==> config.mk <==
export PLATFORM = sky130hd
export DESIGN_NAME = bypass_net
export DESIGN_NICKNAME = d
export VERILOG_FILES = /design/src/rtl/bypass_net.sv
export SDC_FILE = /design/constraint.sdc
export NUM_CORES = 1
export LEC_CHECK = 0
export ABC_AREA = 0
export CORE_AREA = 2 2 124 126
export CTS_BUF_LIST = sky130_fd_sc_hd__clkbuf_4
export DETAILED_ROUTE_END_ITERATION = 16
export DIE_AREA = 0 0 126 128
export DONT_BUFFER_PORTS = 1
export PLACE_DENSITY = 0.62
export SLEW_MARGIN = 20
export SYNTH_ARGS = -nofsm -noshare
export SYNTH_HDL_FRONTEND = slang
export SYNTH_SLANG_ARGS = --single-unit
==> constraint.sdc <==
create_clock -name clk -period 3.8 [get_ports clk]
set_clock_uncertainty 0.1 [all_clocks]
set_input_delay 0.38 -clock clk [delete_from_list [all_inputs] [get_ports clk]]
set_output_delay 0.38 -clock clk [all_outputs]
set_load 0.02 [all_outputs]
==> src/rtl/bypass_net.sv <==
// bypass_net: operand forwarding, long-latency pending scoreboard and
// stall generation between register-file read and execute.
module bypass_net #(
    parameter int unsigned DW     = 32,
    parameter int unsigned AW     = 5,
    parameter int unsigned NREAD  = 2,
    parameter int unsigned NSTAGE = 3,
    parameter int unsigned CW     = 16
) (
    input  logic                    clk,
    input  logic                    rst,
    input  logic [NREAD-1:0]        rd_en,
    input  logic [NREAD*AW-1:0]     rd_addr,
    input  logic [NREAD*DW-1:0]     rf_data,
    input  logic [NSTAGE-1:0]       src_wen,
    input  logic [NSTAGE*AW-1:0]    src_addr,
    input  logic [NSTAGE*DW-1:0]    src_data,
    input  logic [NSTAGE-1:0]       src_ready,
    input  logic                    issue_valid,
    input  logic [AW-1:0]           issue_addr,
    input  logic                    wb_valid,
    input  logic [AW-1:0]           wb_addr,
    input  logic                    flush,
    output logic [NREAD*DW-1:0]     fwd_data,
    output logic [NREAD-1:0]        fwd_hit,
    output logic                    stall,
    output logic [CW-1:0]           stall_cnt,
    output logic [(1<<AW)-1:0]      pending
);

    localparam int unsigned NREG = 1 << AW;

    logic [NREAD-1:0] port_haz;
    logic [NREG-1:0]  pending_nxt;
    logic [AW-1:0]    raddr;
    logic             found;
    logic             win_ready;
    logic [DW-1:0]    win_data;

    // Per-port youngest-match selection and hazard detection (zero latency).
    always_comb begin
        fwd_data  = '0;
        fwd_hit   = '0;
        port_haz  = '0;
        raddr     = '0;
        found     = 1'b0;
        win_ready = 1'b0;
        win_data  = '0;
        for (int i = 0; i < NREAD; i++) begin
            raddr     = rd_addr[i*AW +: AW];
            found     = 1'b0;
            win_ready = 1'b0;
            win_data  = rf_data[i*DW +: DW];
            // First hit from stage 0 upward is the youngest producer.
            for (int s = 0; s < NSTAGE; s++) begin
                if (!found && src_wen[s] && (src_addr[s*AW +: AW] == raddr)) begin
                    found     = 1'b1;
                    win_ready = src_ready[s];
                    win_data  = src_data[s*DW +: DW];
                end
            end
            // Register 0 is hardwired zero: never forwarded, never a hazard.
            if (raddr == '0) begin
                found     = 1'b0;
                win_ready = 1'b0;
                win_data  = '0;
            end
            fwd_data[i*DW +: DW] = win_data;
            fwd_hit[i]           = found;
            // A matching stage supersedes the scoreboard; only its readiness matters.
            if (rd_en[i] && (raddr != '0)) begin
                port_haz[i] = found ? !win_ready : pending[raddr];
            end
        end
    end

    // Stall whenever any enabled port has an unresolved operand.
    always_comb begin
        stall = |port_haz;
    end

    // Next scoreboard state: clear on writeback, set on accepted issue (set wins), flush wipes all.
    always_comb begin
        pending_nxt = pending;
        if (wb_valid) begin
            pending_nxt[wb_addr] = 1'b0;
        end
        if (issue_valid && !stall) begin
            pending_nxt[issue_addr] = 1'b1;
        end
        pending_nxt[0] = 1'b0;
        if (flush) begin
            pending_nxt = '0;
        end
    end

    // Scoreboard register.
    always_ff @(posedge clk or posedge rst) begin
        if (rst) begin
            pending <= '0;
        end else begin
            pending <= pending_nxt;
        end
    end

    // Saturating stall-cycle counter; only reset clears it.
    always_ff @(posedge clk or posedge rst) begin
        if (rst) begin
            stall_cnt <= '0;
        end else if (stall && (stall_cnt != {CW{1'b1}})) begin
            stall_cnt <= stall_cnt + CW'(1);
        end
    end

endmodule

Word level (Yosys, flattened, before mapping)
Cells that the tools add are included.
- register bits after elaboration: 48
- logic and storage cells: 86
- input port bits: 208
- output and inout port bits: 115
- reduce and logical (&&, ||, !) cells: 28
- add/subtract/negate cells: 1
- bitwise logic cells: 3
- muxes and demuxes: 39
- order comparisons: 6
- equal/unequal tests: 7
- operators by type and width (operator ; number):
    32-bit two-way mux ; 11
    32-bit bitwise AND ; 1
    32-bit NOT ; 1
    32-bit OR ; 1
    5-bit == test ; 6
    5-bit by 6-bit < comparator with 1-bit output, second input constant ; 4
    1-bit two-way mux ; 24
    16-bit by 1-bit adder with 16-bit output, second input constant ; 1
    1-bit logical AND ; 16
    16-bit != test, second input constant ; 1
    1-bit binary-select mux with 5-bit select ; 2
    1-bit demux with 5-bit select ; 2
    5-bit by 1-bit >= comparator with 1-bit output, second input constant ; 2
    5-bit logical NOT ; 2
    5-bit nonzero test ; 2
    1-bit logical NOT ; 7
    2-bit OR reduction ; 1

Longest topological paths before layout
Gate-level depths: netlist (run 1).
- depth in word-level cells: 20
- gate-level depth with buffers: 12
- gate-level depth less buffers: 8

Worst setup path after synthesis (run 1)
OpenSTA, ideal clock, no wires.
- path kind: input-to-output
- start: in rd_addr[8]
- end: out fwd_data[32]
- setup slack: 0.820 ns
- required time: 3.320 ns
- buffers on the path: 2
- data arrival time: 2.500 ns
- stages on the path: 8
- cell sequence: clkbuf_1 -> xor2_1 -> nor4_2 -> nand3_1 -> nor3_1 -> clkbuf_1 -> a21oi_1 -> nor2_1
- longest elaborated chain between the ends: 12
- elaborated cells on any way between the ends: 17
- classes of those cells: 3 x eq/ne; 6 x mux; 8 x reduce/logical
- RTL lines (element ; line ; RTL):
    start, declared ; 13 ; input logic [NREAD*AW-1:0] rd_addr,
    5-bit == test ; 56 ; if (!found && src_wen[s] && (src_addr[s*AW +: AW] == raddr)) begin
    1-bit logical AND ; 56 ;
    1-bit two-way mux ; 56 ;
    1-bit logical NOT ; 56 ;
    1-bit logical AND (2 in a row) ; 56 ;
    1-bit two-way mux ; 56 ;
    1-bit logical NOT ; 56 ;
    1-bit logical AND (2 in a row) ; 56 ;
    32-bit two-way mux ; 56 ;
    32-bit two-way mux * ; 63 ; if (raddr == '0) begin
    end, declared ; 24 ; output logic [NREAD*DW-1:0] fwd_data,
Mark *: on every way between the ends. The rest lies on a longest branch, timed or not.

Final worst setup path (run 1)
- start: reg pending[18]
- end: reg pending[6]
- longest elaborated chain between the ends: 9
- elaborated cells on any way between the ends: 13
- classes of those cells: 10 x mux; 3 x reduce/logical
- RTL lines (element ; line ; RTL):
    start, declared ; 28 ; output logic [(1<<AW)-1:0] pending
    start signal, assigned ; 102 ; pending <= pending_nxt;
    1-bit binary-select mux with 5-bit select ; 72 ; port_haz[i] = found ? !win_ready : pending[raddr];
    1-bit two-way mux (implied by the code) ; 72 ;
    1-bit two-way mux ; 72 ;
    1-bit two-way mux ; 71 ; if (rd_en[i] && (raddr != '0)) begin
    2-bit OR reduction * ; 79 ; stall = |port_haz;
    net stall ; 26 ; output logic stall,
    1-bit logical NOT * ; 88 ; if (issue_valid && !stall) begin
    1-bit logical AND * ; 88 ;
    32-bit two-way mux * ; 88 ;
    32-bit two-way mux * ; 92 ; if (flush) begin
    net pending_nxt[6] ; 34 ; logic [NREG-1:0] pending_nxt;
Mark *: on every way through the listed nets, which the timed path passes. The rest lies on a longest branch. The select of a mux whose other input is x is not followed.
A chain may end at the register's enable or synchronous reset.

==> results of run 1 <==
[final cells by class]
| cell class | instances | area [µm²] | area share |
|---|---|---|---|
| diodes | 1 | 2.502 | 0.0004398 |
| clock buffers | 5 | 37.54 | 0.006596 |
| clock inverters | 2 | 37.54 | 0.006596 |
| inverters | 10 | 37.54 | 0.006596 |
| multi-input cells | 596 | 4041 | 0.7102 |
| flip-flops and latches | 47 | 1176 | 0.2067 |
| well taps | 188 | 235.2 | 0.04134 |
| repair buffers | 11 | 122.6 | 0.02155 |
[power by group]
part           switching, mW  internal [mW]
combinational          0.269          0.161
clock                  0.160          0.135
sequential            0.0831          0.531
total                  0.512          0.827
[cells in the mapped netlist (all sizes together) (2+ instances only)]
master,instances
a211oi,64
a21oi,66
a221oi,2
and2,2
and3,10
buf,25
clkbuf,36
dfrtp,47
inv,10
mux2,6
mux2i,66
mux4,14
nand2,29
nand2b,2
nand3,16
nand3b,19
nand4,6
nand4b,2
nor2,138
nor2b,20
nor3,4
nor3b,7
nor4,7
o21ai,48
o32ai,2
or2,4
or4,4
xnor2,20
xor2,24
[worst register-to-register path: stages (launching register included)]
cell	delay, ns
dfrtp_1	0.53
mux4_2	0.54
mux4_2	0.46
nand2_1	0.08
a311o_1	0.17
o32ai_2	0.07
buf_4	0.23
or4_1	0.70
o21ai_2	0.22
[cells by family after synthesis]
| family | after synthesis | synth area share |
|---|---|---|
| xor+xnor | 44 | 0.06992 |
| simple gates | 274 | 0.2440 |
| fa+ha+maj | 1 | 0.002270 |
| other cells | 1 | 0.0006804 |
| compound gates | 190 | 0.2200 |
| mux | 86 | 0.1900 |
| flops | 47 | 0.2134 |
| buf+inv | 71 | 0.05971 |
[layer usage]
layer  vias to the layer above  global-route usage
li1                       2495                   -
met1                      2608              0.2942
met2                       304              0.4023
met3                        36             0.07304
met4                         0             0.07111
met5                         -                   0
[state kept, by name, summed over array words and instances (netlist names)]
signal	cells
pending	31
stall_cnt	16
[repair_timing]
action                                 CTS  global route
endpoints found under the hold margin   47             0
hold buffers                             1             0
setup endpoints to repair                0             0
[worst max path at each step]
stage                                  endpoint  slack [ns]  depth (start not counted)
final                      pending[6]$_DFF_PP0_        0.62                          8
after global routing      pending[26]$_DFF_PP0_        0.44                          8
after CTS                 pending[26]$_DFF_PP0_        0.59                          8
after detailed placement  pending[26]$_DFF_PP0_        0.63                          8
after global placement    pending[10]$_DFF_PP0_        0.66                          8
after floorplan                    fwd_data[32]        0.82                          8
[placed cells by master, fill, tap and decap left out, types with 3 or more instances in the layout]
| cell type | netlist | final |
|---|---|---|
| buf_12 | 0 | 3 |
| a21oi_1 | 66 | 66 |
| mux2i_1 | 66 | 66 |
| or4_1 | 3 | 3 |
| or2_2 | 4 | 4 |
| mux4_2 | 14 | 14 |
| nor2_1 | 138 | 138 |
| xnor2_1 | 20 | 20 |
| o21ai_2 | 11 | 11 |
| clkbuf_4 | 0 | 5 |
| inv_1 | 10 | 9 |
| o21ai_0 | 32 | 32 |
| o21ai_1 | 5 | 5 |
| nand4_1 | 6 | 6 |
| xor2_1 | 24 | 24 |
| nor4_1 | 5 | 5 |
| nor2b_1 | 20 | 20 |
| nand2_1 | 29 | 29 |
| nor3_1 | 4 | 3 |
| nand3_1 | 16 | 14 |
| dfrtp_1 | 47 | 47 |
| mux2_2 | 4 | 4 |
| and3_1 | 10 | 8 |
| nor3b_1 | 6 | 5 |
| buf_4 | 5 | 7 |
| a211oi_1 | 64 | 64 |
| nand3b_1 | 19 | 19 |
[through the flow]
stage / worst slack [ns] / hold slack, ns
2_1_floorplan: 0.8201 / 0.4649
3_3_place_gp: 0.6607 / 0.3593
3_5_place_dp: 0.6330 / 0.3564
4_1_cts: 0.5869 / 0.05730
5_1_grt: 0.4450 / 0.06577
6_report: 0.6183 / 0.07853
==> results.sh, run 1 <==
export IMPL_clock_root_buffer="clkbuf_4"
export IMPL_cts_buffers=5
export IMPL_grtUsageTotal=0.2385
export IMPL_period_share=0.8373
export IMPL_nFillCells=1600
export IMPL_routabilityCongestion=0.9338
export IMPL_met1_length_um=7693
export IMPL_critPathBufInv=1
export IMPL_setup_viol=0
export IMPL_post_cts_buffers=0
export IMPL_tightest_slew_ns=0.6862
export IMPL_core_um2=14860
export IMPL_worstSetupStartpointType="flip-flop"
export IMPL_grt_max_degree=66
export IMPL_synth_nets=923
export IMPL_synth_area_per_cell_um2=7.719
export IMPL_wl_met2_um=10130
export IMPL_clkLatencyLatePin_ns=0.36
export IMPL_ir_drop_mv=0.2904
export IMPL_r2r_start="pending[18]$_DFF_PP0_"
export IMPL_nNetsFinal=880
export IMPL_ys_flop_type="dfrtp_1"
export IMPL_holdPathStages=2
export IMPL_cts_sinks=47
export IMPL_dpl_cell_area_um2=5603
export IMPL_crit_family="multiplexers"
export IMPL_synth_seq_cells=47
export IMPL_status="finished, final reports clean"
export IMPL_syn_to_final_growth_pct=3.246
export IMPL_post_cts_resized=0
export IMPL_routed_wl_um=20590
export IMPL_ys_seq_area_frac=0.2134
export IMPL_cp_data_arrival_time_ns=3.37
export IMPL_period_minus_slack_ns=3.182
export IMPL_min_to="pending[11]$_DFF_PP0_"
export IMPL_tns_ns=0
export IMPL_rr_endpoint="pending[6]$_DFF_PP0_"
export IMPL_hold_violations=0
export IMPL_path_max_fanout=20
export IMPL_fp_dieH_um=128
export IMPL_io_buffer_count=0
export IMPL_yosys_area_top_type_share=0.2134
export IMPL_synth_edf_count=0
export IMPL_post_route_util=0.3828
export IMPL_cts_path_max_buffers=2
export IMPL_stdcell_area_um2=5690
export IMPL_critPathMaxStageDelay_ns=0.69
export IMPL_antenna_found_initial=0
export IMPL_min_path_type="in -> reg"
export IMPL_drive_gt1_frac=0.09687
export IMPL_wl_per_cell_um=23.95
export IMPL_grt_pass1_wl_um=30790
export IMPL_crit_path_end_kind="flip-flop"
export IMPL_gr_total_overflow=0
export IMPL_maxCapViolations=0
export IMPL_clk_pin_slew_ns=0.14
export IMPL_drv_slew=0
export IMPL_fmax_mhz=314.3
export IMPL_rsz0062_at_grt="false"
export IMPL_rows=45
export IMPL_wl_met3_um=2213
export IMPL_p_per_area_nw_per_um2=235.3
export IMPL_antenna_left=0
export IMPL_syn_cell_area_um2=5512
export IMPL_drt_iter0_drc=355
export IMPL_cp_common_cell="mux4_2"
export IMPL_ios=323
export IMPL_path_cells="mux4_2, mux4_2, nand2_1, a311o_1, o32ai_2, buf_4, or4_1, o21ai_2"
export IMPL_r2r_cells=8
export IMPL_crit_required_ns=3.99
export IMPL_dp_cells=851
export IMPL_htree_levels=2
export IMPL_worst_r2r_setup_slack_ns=0.62
export IMPL_cts_tree="built"
export IMPL_yosysTopAreaCell="dfrtp_1"
export IMPL_dr_max_layer_used="met4"
export IMPL_dieWidth_um=126
export IMPL_syn_inst=714
export IMPL_power_total_mw=1.339
export IMPL_route_vias_total=5443
export IMPL_place_hpwl_um=16010
export IMPL_netlist_top_cells_area="dfrtp_1 21%, mux2i_1 12%, nor2_1 9.4%"
export IMPL_slew_headroom=0.5425
export IMPL_start_util=0.3708
export IMPL_slowest_stage="or4_1"
export IMPL_vias_per_cell=6.329
export IMPL_ys_warn_count=0
export IMPL_critPathKind="reg -> reg"
export IMPL_leakagePower_nw=2.052
export IMPL_finalNonFillerCells=860
export IMPL_startpoint="pending[18]$_DFF_PP0_"
export IMPL_grt_pass1_vias=5104
export IMPL_synth_cell_types=54
export IMPL_drtPass1Iterations=5
export IMPL_remaining_drc_errors=0
export IMPL_min_from="flush"
export IMPL_dieArea_um2=16130
export IMPL_ys_async_sr_fraction=1.000
No activity file was read; power rests on OpenSTA's default activity.
==> run 2: changes to the inputs <==
- clock period: 3.8 -> 3.2 ns (I/O delays scaled with it)
==> run 2 against run 1 <==
Compared with the run above:
- hold slack got worse by 0.064 ns
- routed wire length fell by 0.82%
- cell count rose by 5.2%
- non-clock buffer count rose by 46
- register-to-register slack got worse by 0.42 ns
- utilization rose by 2.4 points
- global-route usage fell by 0.14 points
- sequential cell count did not move
- worst setup slack got worse by 0.42 ns
- critical path type unchanged
- critical endpoint is now pending[2]$_DFF_PP0_
- largest cell class unchanged
==> results.sh, run 2 (synthesis results as in run 1) <==
export IMPL_status="finished, final reports clean"
export IMPL_gr_total_overflow=0
export IMPL_dp_cells=895
export IMPL_layout_commonest_cell="nor2_1"
export IMPL_r2r_cells=10
export IMPL_clkLatencyLatePin_ns=0.38
export IMPL_remaining_drc_errors=0
export IMPL_top_register="pending"
export IMPL_cts_path_max_buffers=2
export IMPL_biggestRegsByFlops="pending (31), stall_cnt (16)"
export IMPL_min_from="flush"
export IMPL_nNetsFinal=926
export IMPL_finalNonFillerCells=905
export IMPL_dieArea_um2=16130
export IMPL_holdPathStages=3
export IMPL_drt_iter0_drc=295
export IMPL_nFillCells=1559
export IMPL_drv_slew=0
export IMPL_cts_sinks=47
export IMPL_htree_levels=2
export IMPL_fp_dieH_um=128
export IMPL_drive_gt1_frac=0.1534
export IMPL_grt_max_degree=66
export IMPL_final_cell_mix="138 x nor2_1, 66 x mux2i_1, 66 x a21oi_1"
export IMPL_tns_ns=0
export IMPL_io_buffer_count=0
export IMPL_cts_tree="built"
export IMPL_tightest_slew_ns=0.8084
export IMPL_grt_pass1_wl_um=30600
export IMPL_power_total_mw=1.570
export IMPL_antenna_left=0
export IMPL_clk_pin_slew_ns=0.14
export IMPL_antenna_cells=0
export IMPL_ios=323
export IMPL_routed_wl_um=20430
export IMPL_crit_required_ns=3.41
export IMPL_drtPass1Iterations=7
export IMPL_period_share=0.9385
export IMPL_worstSetupStartpointType="flip-flop"
export IMPL_r2r_start="pending[7]$_DFF_PP0_"
export IMPL_fmax_mhz=333.0
export IMPL_clock_root_buffer="clkbuf_4"
export IMPL_path_max_fanout=20
export IMPL_routabilityCongestion=0.9138
export IMPL_cp_data_arrival_time_ns=3.21
export IMPL_multiInputGateArea_um2=4049
export IMPL_slew_headroom=0.4578
export IMPL_min_path_type="in -> reg"
export IMPL_p_per_area_nw_per_um2=259.4
export IMPL_critPathMaxStageDelay_ns=0.52
export IMPL_path_cells="mux4_2, o32ai_1, nor4_1, a21oi_1, o221a_1, o32ai_2, buf_12, or4_1, buf_4, o21ai_2"
export IMPL_grt_pass1_vias=5161
export IMPL_min_to="pending[27]$_DFF_PP0_"
export IMPL_route_vias_total=5683
export IMPL_seqCellArea_um2=1176
export IMPL_syn_to_final_growth_pct=9.852
export IMPL_largest_reg_flops=31
export IMPL_slowest_stage="dfrtp_1"
export IMPL_crit_path_end_kind="flip-flop"
export IMPL_hold_violations=0
export IMPL_core_um2=14860
export IMPL_rsz0062_at_grt="false"
export IMPL_start_util=0.3708
export IMPL_critPathKind="reg -> reg"
export IMPL_crit_family="compound AO/OA/AOI/OAI gates"
export IMPL_worst_r2r_setup_slack_ns=0.20
export IMPL_antenna_found_initial=1
export IMPL_rows=45
export IMPL_leakagePower_nw=2.288
export IMPL_place_hpwl_um=16030
export IMPL_cts_buffers=5
export IMPL_crit_cells=10
export IMPL_critPathBufInv=2
export IMPL_grtUsageTotal=0.2370
export IMPL_ir_drop_mv=0.2938
export IMPL_post_cts_buffers=0
export IMPL_dieWidth_um=126
export IMPL_wl_per_cell_um=22.57
export IMPL_period_minus_slack_ns=3.003
export IMPL_vias_per_cell=6.280
export IMPL_maxCapViolations=0
export IMPL_setup_viol=0
export IMPL_rr_endpoint="pending[2]$_DFF_PP0_"
run 2: changes by cell type in the layout (fill, tap and decap cells not counted), sizes merged:
| cell | previous run | this run |
|---|---|---|
| buf | 10 | 54 |
| clkinv | 1 | 3 |
| dlygate4sd3 | 1 | 3 |
| bufinv | 1 | 0 |
| clkinvlp | 1 | 0 |
| diode | 1 | 0 |
run 2: layer usage:
metal  vias to the layer above  share of wire  GRT usage
li1                       2592              -          -
met3                        50           0.10    0.07429
met2                       314           0.48     0.3890
met1                      2725           0.38     0.2950
met5                         -        0.00049          0
met4                         2          0.032    0.08403
run 2: per-stage QoR:
step                setup WS (ns)  hold WS [ns]  utilization  cell area [µm²]
floorplan                  0.3401        0.4049            -             5512
global placement           0.2063        0.2023       0.4017             5971
detailed placement         0.1220        0.1956       0.4017             5971
CTS                       0.08481     0.0002826       0.4061             6037
global route              0.01914       0.01247       0.4073             6055
finish                     0.1967       0.01464       0.4073             6055
run 2: how the worst max path moves through the flow:
stage                     startpoint  slack [ns]                     to
3_3_place_gp   pending[31]$_DFF_PP0_        0.21  pending[27]$_DFF_PP0_
6_report        pending[7]$_DFF_PP0_        0.20   pending[2]$_DFF_PP0_
5_1_grt         pending[5]$_DFF_PP0_        0.02  pending[26]$_DFF_PP0_
3_5_place_dp    pending[7]$_DFF_PP0_        0.12   pending[7]$_DFF_PP0_
4_1_cts         pending[5]$_DFF_PP0_        0.08   pending[7]$_DFF_PP0_
2_1_floorplan             rd_addr[8]        0.34           fwd_data[32]
run 2: final cells by class:
class / instances / area share
clock buffer: 5 / 0.006200
clock inverter: 2 / 0.001447
inverter: 10 / 0.006200
multi-input combinational: 596 / 0.6687
sequential: 47 / 0.1943
tap: 188 / 0.03885
timing repair buffer: 57 / 0.08431
run 2: power breakdown:
part           internal [mW]  switching (mW)
combinational          0.240           0.333
clock                 0.0782           0.195
sequential             0.630          0.0939
run 2: worst min-delay path, cell delays in order:
cell and delay (ns):
nor2b_1 0.02, o21ai_0 0.05, o21ai_1 0.06
run 2: what timing repair did:
action | in CTS | in global routing
hold buffers | 2 | 1
setup endpoints to repair | 0 | 15
endpoints found under the hold margin | 27 | 2
resized for setup | 0 | 2
